**src/rtl/noc_output_lock.sv**
```systemverilog
// noc_output_lock
// Output-port controller for one router output. It sits directly behind the
// round-robin arbiter for that output. Its jobs are:
//   - gate the input request vector into the arbiter (no requests without credit
//     or while a packet holds the port);
//   - accept the one-hot grant and move the granted head flit in the same cycle;
//   - hold the granted input (wormhole lock) until that packet's tail flit passes;
//   - keep a credit count toward the downstream buffer and flag excess credits.
//
// Ports
//   clk           in   rising-edge clock
//   reset         in   asynchronous, active-high reset
//   i_valid       in   [0:N-1] per-input flit valid (head of each input FIFO)
//   i_tail        in   [0:N-1] per-input tail marker for the current flit
//   i_data        in   N*FLIT_W packed flit data; input k at [k*FLIT_W +: FLIT_W]
//   o_ack         out  [0:N-1] one-hot pop to the input FIFO whose flit moved
//   o_request     out  [0:N-1] gated request vector to the arbiter
//   i_grant       in   [0:N-1] one-hot combinational grant from the arbiter
//   o_ce          out  arbiter clock enable; pulses when a head flit is accepted
//   o_valid       out  output flit valid
//   o_data        out  output flit data (0 when o_valid=0)
//   o_tail        out  output flit is a tail (0 when o_valid=0)
//   i_credit      in   downstream released one buffer slot
//   o_credit_err  out  sticky: a credit arrived while the count was already full
module noc_output_lock #(
    parameter int N      = 5,
    parameter int FLIT_W = 32,
    parameter int DEPTH  = 4
) (
    input  logic                clk,
    input  logic                reset,
    input  logic [0:N-1]        i_valid,
    input  logic [0:N-1]        i_tail,
    input  logic [N*FLIT_W-1:0] i_data,
    output logic [0:N-1]        o_ack,
    output logic [0:N-1]        o_request,
    input  logic [0:N-1]        i_grant,
    output logic                o_ce,
    output logic                o_valid,
    output logic [FLIT_W-1:0]   o_data,
    output logic                o_tail,
    input  logic                i_credit,
    output logic                o_credit_err
);

    localparam int CW = $clog2(DEPTH + 1);
    localparam logic [CW-1:0] CRED_MAX = CW'(DEPTH);

    localparam logic ST_IDLE   = 1'b0;
    localparam logic ST_LOCKED = 1'b1;

    logic          state_q, state_d;
    logic [0:N-1]  sel_q, sel_d;
    logic [CW-1:0] cred_q, cred_d;
    logic          err_q, err_d;

    // Only the registered count enables a send; a credit arriving this cycle
    // is usable from the next cycle on.
    logic can_send;
    assign can_send = (cred_q != '0);

    logic [0:N-1] req_idle;
    logic         grant_ok;
    assign req_idle = can_send ? i_valid : '0;
    // A usable grant is exactly one bit and only for an input we asked for;
    // anything else moves nothing.
    assign grant_ok = $onehot(i_grant) && ((i_grant & ~req_idle) == '0);

    // Which input drives the output this cycle, and whether a flit moves.
    logic [0:N-1] sel_vec;
    logic         xfer;

    always_comb begin
        o_request = '0;
        o_ce      = 1'b0;
        xfer      = 1'b0;
        sel_vec   = '0;
        // Everything is forced quiet while reset is held, including mid-packet.
        if (!reset) begin
            case (state_q)
                ST_IDLE: begin
                    o_request = req_idle;
                    if (grant_ok) begin
                        xfer    = 1'b1;
                        sel_vec = i_grant;
                        o_ce    = 1'b1;
                    end
                end
                default: begin
                    sel_vec = sel_q;
                    xfer    = (|(i_valid & sel_q)) && can_send;
                end
            endcase
        end
    end

    // One-hot AND-OR data mux.
    logic [FLIT_W-1:0] masked [N];
    logic [FLIT_W-1:0] mux_data;

    for (genvar gi = 0; gi < N; gi++) begin : g_mask
        assign masked[gi] = sel_vec[gi] ? i_data[gi*FLIT_W +: FLIT_W] : '0;
    end

    always_comb begin
        mux_data = '0;
        for (int k = 0; k < N; k++) begin
            mux_data = mux_data | masked[k];
        end
    end

    logic tail_sel;
    assign tail_sel = |(sel_vec & i_tail);

    assign o_valid      = xfer;
    assign o_ack        = xfer ? sel_vec : '0;
    assign o_data       = xfer ? mux_data : '0;
    assign o_tail       = xfer & tail_sel;
    assign o_credit_err = err_q;

    always_comb begin
        state_d = state_q;
        sel_d   = sel_q;
        cred_d  = cred_q;
        err_d   = err_q;

        if (xfer) begin
            if (state_q == ST_IDLE && !tail_sel) begin
                state_d = ST_LOCKED;
                sel_d   = i_grant;
            end else if (state_q == ST_LOCKED && tail_sel) begin
                state_d = ST_IDLE;
                sel_d   = '0;
            end
        end

        // Send and credit together cancel out; an extra credit on a full
        // count is dropped and latched as an error.
        case ({xfer, i_credit})
            2'b10: cred_d = cred_q - 1'b1;
            2'b01: begin
                if (cred_q == CRED_MAX) begin
                    err_d = 1'b1;
                end else begin
                    cred_d = cred_q + 1'b1;
                end
            end
            default: cred_d = cred_q;
        endcase
    end

    always_ff @(posedge clk or posedge reset) begin
        if (reset) begin
            state_q <= ST_IDLE;
            sel_q   <= '0;
            cred_q  <= CRED_MAX;
            err_q   <= 1'b0;
        end else begin
            state_q <= state_d;
            sel_q   <= sel_d;
            cred_q  <= cred_d;
            err_q   <= err_d;
        end
    end

    // The arbiter must only hand out one-hot grants drawn from our requests.
    assert property (@(posedge clk) disable iff (reset)
        ((state_q == ST_IDLE) && (|i_grant)) |-> grant_ok);

endmodule

```
**config.mk**
```make
export PLATFORM = sky130hd
export DESIGN_NAME = noc_output_lock
export DESIGN_NICKNAME = d
export VERILOG_FILES = /design/src/rtl/noc_output_lock.sv
export SDC_FILE = /design/constraint.sdc
export NUM_CORES = 1
export LEC_CHECK = 0
export ABC_CLOCK_PERIOD_IN_PS = 11800
export CAP_MARGIN = 0
export CORE_MARGIN = 2
export CORE_UTILIZATION = 36
export DETAILED_ROUTE_END_ITERATION = 10
export PLACE_DENSITY = 0.88
export SLEW_MARGIN = 20
export SYNTH_ARGS = -nofsm -noshare
export SYNTH_HDL_FRONTEND = slang
export SYNTH_SLANG_ARGS = --single-unit
```
**constraint.sdc**
```tcl
create_clock -name clk -period 11.8 [get_ports clk]
set_input_delay 2.95 -clock clk [delete_from_list [all_inputs] [get_ports clk]]
set_output_delay 2.95 -clock clk [all_outputs]
set_load 0.05 [all_outputs]
```
Yosys cells after proc, flatten, opt, wreduce, memory -nomap -nowiden:

Index checks and enable logic that the tools add are counted.

* reduce and logical (&&, ||, !) cells: 14
* multiplexer cells: 24
* bitwise operators: 10
* equal/unequal tests: 5
* $add $sub $neg: 6

Operators with widths (count)
* 32-bit two-way mux: 6
* 32-bit bitwise OR: 4
* 5-bit two-way mux: 9
* 5-bit bitwise AND: 3
* 5-bit OR reduction: 2
* 1-bit two-way mux: 7
* 3-bit case mux with 2 select lines: 1
* 2-bit AND reduction: 3
* 5-bit logical NOT: 1
* 5-bit NOT: 1
* 1-bit by 1-bit adder with 2-bit output: 2
* 1-bit logical AND: 4
* 2-bit nonzero test: 2
* 2-bit by 2-bit adder with 3-bit output: 1
* 3-bit by 1-bit adder with 3-bit output: 1
* 3-bit by 1-bit adder with 3-bit output, second input constant: 1
* 3-bit by 1-bit == test with 1-bit output, second input constant: 1
* 3-bit == test, second input constant: 1
* 3-bit two-way mux: 1
* 3-bit nonzero test: 1
* 3-bit by 1-bit subtractor with 3-bit output, second input constant: 1
* 2-bit by 1-bit == test with 1-bit output, second input constant: 1
* 2-bit == test, second input constant: 1
* 2-bit inequality test, second input constant: 1
* other kinds (3): 3

* output and inout bits: 46
* bits in registers: 10
* logic and storage cells: 63
* bits of input ports: 178

Longest topological paths before layout:

* depth in word-level cells: 15
* depth in mapped cells: 16

Worst setup path after synthesis:

OpenSTA, ideal clock, no wires.

* path type: input-to-output
* from: input port i_grant[4] (netlist bit)
* to: output port o_ack[4] (netlist bit)
* stages: 13
* slack: 2448 ps
* data required time: 8850 ps
* data arrival time: 6402 ps
* path buffers: 2
* cells stage by stage: clkbuf_1 > inv_1 > fa_1 > fa_1 > inv_1 > ha_1 > nor3_1 > o211ai_1 > or3_1 > buf_2 > inv_2 > nand2_1 > a21oi_1

* word-level cells in the longest chain between the ends: 9
* elaborated cells on any way between the ends: 14
* classes of those cells: 3 x add/sub; 1 x eq/ne; 7 x mux; 1 x bitwise; 2 x reduce/logical

Ends and longest elaborated chain
* start: declaration: RTL line 37 `input logic [0:N-1] i_grant,`
* 1-bit by 1-bit adder with 2-bit output (implied by the code): RTL line 67 `assign grant_ok = $onehot(i_grant) && ((i_grant & ~req_idle) == '0);`
* 2-bit by 2-bit adder with 3-bit output (implied by the code): RTL line 67
* 3-bit by 1-bit adder with 3-bit output (implied by the code): RTL line 67
* 3-bit by 1-bit == test with 1-bit output: RTL line 67
* 1-bit logical AND: RTL line 67
* 5-bit two-way mux or 1-bit two-way mux (tied branches): RTL line 83 `if (grant_ok) begin`
* 5-bit two-way mux or 1-bit two-way mux (tied branches): RTL line 80 `case (state_q)`
* 5-bit two-way mux or 1-bit two-way mux (tied branches): RTL line 79 `if (!reset) begin`
* 5-bit two-way mux (*): RTL line 116 `assign o_ack = xfer ? sel_vec : '0;`
* end: declaration: RTL line 35 `output logic [0:N-1] o_ack,`

Every way passes the cells marked *; elsewhere a longest branch is shown, timed or not.

Worst setup path after layout:

* from: input port i_grant[1] (netlist bit)
* to: output port o_data[13]

* word-level cells in the longest chain between the ends: 14
* elaborated cells on any way between the ends: 23
* classes of those cells: 3 x add/sub; 1 x eq/ne; 12 x mux; 5 x bitwise; 2 x reduce/logical

Ends and longest elaborated chain
* 1-bit by 1-bit adder with 2-bit output (implied by the code): RTL line 67
* 2-bit by 2-bit adder with 3-bit output (implied by the code): RTL line 67
* 3-bit by 1-bit adder with 3-bit output (implied by the code): RTL line 67
* 3-bit by 1-bit == test with 1-bit output: RTL line 67
* 1-bit logical AND: RTL line 67
* 5-bit two-way mux: RTL line 83
* 5-bit two-way mux: RTL line 80
* 5-bit two-way mux: RTL line 79
* 32-bit two-way mux: RTL line 102 `assign masked[gi] = sel_vec[gi] ? i_data[gi*FLIT_W +: FLIT_W] : '0;`
* 32-bit bitwise OR (4 in a row): RTL line 108 `mux_data = mux_data | masked[k];`
* 32-bit two-way mux (*): RTL line 117 `assign o_data = xfer ? mux_data : '0;`
* end: declaration: RTL line 40 `output logic [FLIT_W-1:0] o_data,`

Marked as above.

==> flow_results.xml <==
<?xml version="1.0" encoding="UTF-8"?>
<metrics>
  <group name="run_status">
    <metric name="run_status" unit="">finished clean</metric>
  </group>
  <group name="worst_hold_path">
    <metric name="holdCritStartpoint" unit="">o_credit_err</metric>
    <metric name="worstHoldPathType" unit="">register to register</metric>
    <metric name="hold_worst_path_end" unit="">o_credit_err</metric>
    <metric name="worstHoldPathCells" unit="">1</metric>
  </group>
  <group name="clock_network">
    <metric name="clkLatencyLatePin" unit="ns">0.24</metric>
    <metric name="cts_setup_buffers" unit="">0</metric>
    <metric name="htreeDepth" unit="">1</metric>
    <metric name="clock-sinks" unit="">10</metric>
    <metric name="root_buffer" unit="">sky130_fd_sc_hd__clkbuf_8</metric>
    <metric name="clock_tree.buffer_depth" unit="">2</metric>
    <metric name="cts_hold_buf" unit="">0</metric>
    <metric name="cts.clk_slew.worst_paths" unit="ns">0.05</metric>
    <metric name="cts_tree" unit="">done</metric>
    <metric name="cts-buffers-inserted" unit="">3</metric>
    <metric name="cts-resized-gates" unit="">0</metric>
  </group>
  <group name="logic_synthesis">
    <metric name="post_synth_main_area_contributors" unit="">sky130_fd_sc_hd__a22oi_1, sky130_fd_sc_hd__a21oi_1, sky130_fd_sc_hd__a221oi_1, sky130_fd_sc_hd__a22o_1, sky130_fd_sc_hd__dfrtp_1</metric>
    <metric name="synthDominantAreaCellType" unit="">sky130_fd_sc_hd__a22oi_1</metric>
    <metric name="syn_inst" unit="">383</metric>
    <metric name="syn-mean-instance-area" unit="sq um">7.07</metric>
    <metric name="netlist_cell_types" unit="">45</metric>
    <metric name="synth-seq-area-share" unit="%">9.29</metric>
    <metric name="synth-edff-count" unit="">0</metric>
    <metric name="synth_flop_cell" unit="">sky130_fd_sc_hd__dfrtp_1</metric>
    <metric name="synth_top_area_share" unit="%">19.1</metric>
    <metric name="synthesis.yosys.warnings" unit="">0</metric>
    <metric name="synth.cell_area" unit="sq um">2710</metric>
    <metric name="postSynthNetCount" unit="">567</metric>
    <metric name="postSynthRegisterBits" unit="">10</metric>
    <metric name="synth-async-reset-ratio" unit="%">100</metric>
  </group>
  <group name="power">
    <metric name="p_per_area" unit="nW/um^2">120</metric>
    <metric name="power.leakage" unit="nW">1.77</metric>
    <metric name="sequentialPowerShare" unit="%">11.6</metric>
    <metric name="p_switching" unit="mW">0.311</metric>
    <metric name="power.clock.fraction" unit="%">7.3</metric>
    <metric name="ir_worst_vdd" unit="mV">0.0608</metric>
    <metric name="combPwrFrac" unit="%">81.1</metric>
    <metric name="cell_internal_pwr" unit="mW">0.277</metric>
    <metric name="swShare" unit="%">52.9</metric>
  </group>
  <group name="floorplan">
    <metric name="standard_cell_rows" unit="">31</metric>
    <metric name="die-area" unit="sq um">8230</metric>
    <metric name="die_h" unit="um">90.7</metric>
    <metric name="fp.dieW" unit="um">90.7</metric>
    <metric name="boundaryPins" unit="">224</metric>
    <metric name="core" unit="sq um">7250</metric>
    <metric name="floorplan.initialDensity" unit="%">37.3</metric>
  </group>
  <group name="critical_path">
    <metric name="worst_path_max_delay_cell" unit="">sky130_fd_sc_hd__clkdlybuf4s50_1</metric>
    <metric name="cp_cell_sequence" unit="">clkdlybuf4s50_1, inv_1, fa_1, fa_1, inv_1, ha_1, nor3_1, o211ai_1, or3_1, buf_4, o22ai_1, clkdlybuf4s50_1</metric>
    <metric name="path_delay_family" unit="">buffers and inverters</metric>
    <metric name="critPathBufInv" unit="">5</metric>
    <metric name="setup.worst_path.end_class" unit="">output port</metric>
    <metric name="critical-path-max-stage-delay" unit="ns">0.85</metric>
    <metric name="worstPathMaxFanout" unit="">19</metric>
    <metric name="rr_endpoint" unit="">state_q</metric>
    <metric name="ff2ff_setup_slack" unit="ns">8.49</metric>
    <metric name="cp.arrival" unit="ns">7.25</metric>
    <metric name="worstReg2RegStart" unit="">cred_q[1]</metric>
    <metric name="cp.required" unit="ns">8.85</metric>
    <metric name="rr_worst_depth" unit="">8</metric>
    <metric name="critPathKind" unit="">input pin to output port</metric>
    <metric name="worstSetupStartpointType" unit="">input pin</metric>
  </group>
  <group name="detailed_routing">
    <metric name="wire_per_inst" unit="um">21.7</metric>
    <metric name="initialDrtViolationCount" unit="">407</metric>
    <metric name="finalWirelength" unit="um">14500</metric>
    <metric name="first_pass_iters" unit="">6</metric>
    <metric name="ant_nets" unit="">0</metric>
    <metric name="routed-via-count" unit="">4521</metric>
    <metric name="post-route-drc-count" unit="">0</metric>
    <metric name="viasPerCell" unit="">6.74</metric>
  </group>
  <group name="sta">
    <metric name="worst_pin_slew" unit="ns">0.917</metric>
    <metric name="clock_skew" unit="ns">0.00413</metric>
    <metric name="setup_viol" unit="">0</metric>
    <metric name="final-max-slew-violation-count" unit="">0</metric>
    <metric name="unrepaired_setup_endpoints_after_global_routing" unit="">false</metric>
    <metric name="finalHoldViolations" unit="">0</metric>
    <metric name="finalCritPeriodShare" unit="%">86.5</metric>
    <metric name="setup_tns" unit="ns">0</metric>
    <metric name="relSlewSlack" unit="%">38.9</metric>
    <metric name="post-route-min-period" unit="ns">10.20</metric>
    <metric name="timing.fmax" unit="MHz">98.0</metric>
  </group>
  <group name="cells_and_area">
    <metric name="mostFrequentLayoutCells" unit="">sky130_fd_sc_hd__clkdlybuf4s50_1, sky130_fd_sc_hd__a21oi_1, sky130_fd_sc_hd__a22oi_1, sky130_fd_sc_hd__buf_4, sky130_fd_sc_hd__o22ai_1</metric>
    <metric name="layout.cells.most_common" unit="">sky130_fd_sc_hd__clkdlybuf4s50_1</metric>
    <metric name="multi_input_area" unit="sq um">2190</metric>
    <metric name="nFillCells" unit="">602</metric>
    <metric name="final_net_count" unit="">757</metric>
    <metric name="finish.utilization" unit="%">67.8</metric>
    <metric name="diodes" unit="">0</metric>
    <metric name="synthToLayoutAreaGrowth" unit="%">81.5</metric>
    <metric name="register_area" unit="sq um">251</metric>
    <metric name="layout-drive-gt1-share" unit="%">9.62</metric>
  </group>
  <group name="global_routing">
    <metric name="initial_antenna_violation_count" unit="">0</metric>
    <metric name="grt_max_degree" unit="">44</metric>
    <metric name="global_route_wire_length_before_repair" unit="um">22200</metric>
    <metric name="number_of_global_route_vias_before_repair" unit="">4523</metric>
    <metric name="grt.overflow.total" unit="">0</metric>
    <metric name="globalRouteTotalUtil" unit="%">32.4</metric>
  </group>
  <group name="place">
    <metric name="place_hpwl" unit="um">10200</metric>
    <metric name="place_congestion" unit="">0.952</metric>
    <metric name="buffer_ports.inserted" unit="">223</metric>
  </group>
  <group name="flow_run">
    <metric name="number_of_max_capacitance_violations_reported" unit="">0</metric>
  </group>
</metrics>
worst max-delay path by stage:
stage	cells past startpoint	end	start	slack, ns
6_report	12	o_data[13]	i_grant[1]	1.60
5_1_grt	12	o_data[13]	i_grant[1]	1.42
4_1_cts	12	o_data[13]	i_grant[1]	1.62
3_5_place_dp	12	o_data[13]	i_grant[1]	1.63
3_3_place_gp	12	o_data[13]	i_grant[1]	1.71
2_1_floorplan	13	o_ack[4]	i_grant[4]	2.45
synth_stat cells (2+ instances only):
library cell / count
sky130_fd_sc_hd__o22ai_1: 34
sky130_fd_sc_hd__o211ai_1: 2
sky130_fd_sc_hd__ha_1: 3
sky130_fd_sc_hd__dfrtp_1: 9
sky130_fd_sc_hd__a221oi_1: 32
sky130_fd_sc_hd__clkbuf_1: 25
sky130_fd_sc_hd__buf_1: 7
sky130_fd_sc_hd__a21oi_1: 70
sky130_fd_sc_hd__nor3_1: 3
sky130_fd_sc_hd__nor2b_1: 3
sky130_fd_sc_hd__and2_1: 5
sky130_fd_sc_hd__buf_6: 2
sky130_fd_sc_hd__a22o_1: 32
sky130_fd_sc_hd__o21ai_0: 10
sky130_fd_sc_hd__nor2_1: 4
sky130_fd_sc_hd__inv_2: 2
sky130_fd_sc_hd__inv_1: 10
sky130_fd_sc_hd__nand2_1: 14
sky130_fd_sc_hd__a22oi_1: 69
sky130_fd_sc_hd__nand2b_1: 5
sky130_fd_sc_hd__buf_2: 16
sky130_fd_sc_hd__fa_1: 3
layout make-up:
| cell class | count | share of cell area [%] |
|---|---|---|
| sequential | 10 | 5.12 |
| timing repair buffer | 235 | 45.8 |
| multi-input combinational | 311 | 44.6 |
| clock buffer | 4 | 1.12 |
| inverter | 12 | 0.916 |
| tap | 99 | 2.52 |
power by group through the flow:
| stage | Sequential (mW) | Clock [mW] | Combinational [mW] |
|---|---|---|---|
| global route | 0.0707 | 0.0460 | 0.509 |
| CTS | 0.0678 | 0.0433 | 0.469 |
| floorplan | 0.0659 | 0 | 0.308 |
| detailed placement | 0.0679 | 0 | 0.467 |
| global placement | 0.0672 | 0 | 0.453 |
| finish | 0.0682 | 0.0429 | 0.477 |
worst register-to-register path, stage by stage (launching register included):
cell and delay, ns:
sky130_fd_sc_hd__dfrtp_1 0.44, sky130_fd_sc_hd__nor3_1 0.41, sky130_fd_sc_hd__a2bb2oi_1 0.28, sky130_fd_sc_hd__or3_1 0.63, sky130_fd_sc_hd__inv_2 0.13, sky130_fd_sc_hd__a221oi_2 0.37, sky130_fd_sc_hd__ha_1 0.35, sky130_fd_sc_hd__or2_4 0.30
sky130_fd_sc_hd__mux2_4 0.30
per-layer routing:
metal | track usage [%] | up-vias | wire [um]
met2 | 59.2 | 380 | 7130
li1 | - | 1972 | -
met3 | 5.84 | 59 | 1560
met4 | 12.9 | 0 | 551
met5 | 0 | - | 0
met1 | 36.9 | 2110 | 5290
per-stage QoR:
| step | instance area [sq um] | hold WS, ns | power [mW] | instances | setup slack, ns |
|---|---|---|---|---|---|
| after global placement | 4860 | 0.451 | 0.520 | 667 | 1.71 |
| after CTS | 4910 | 0.475 | 0.580 | 671 | 1.62 |
| after global routing | 4910 | 0.491 | 0.625 | 671 | 1.42 |
| final | 4910 | 0.465 | 0.588 | 671 | 1.60 |
| after detailed placement | 4860 | 0.459 | 0.535 | 667 | 1.63 |
| after floorplan | 2710 | 0.494 | 0.374 | 383 | 2.45 |
sequential cells by signal, summed over array words and instances, names as in the netlist:
name          count
sel_q             5
cred_q            3
o_credit_err      1
state_q           1
cell families (layout without fill, tap and decap cells):
group	count (synthesis)	in the layout	share of synthesized area [%]
DFF	10	10	9.29
AOI/OAI and AO/OA	261	261	67.8
and+or+nand+nor	42	42	8.55
adders and majority gates	6	6	3.60
buffers and inverters	62	251	9.89
muxes	1	1	0.554
xor gates and xnor gates	1	1	0.324
Note: power is estimated with default switching activity, not from simulation.
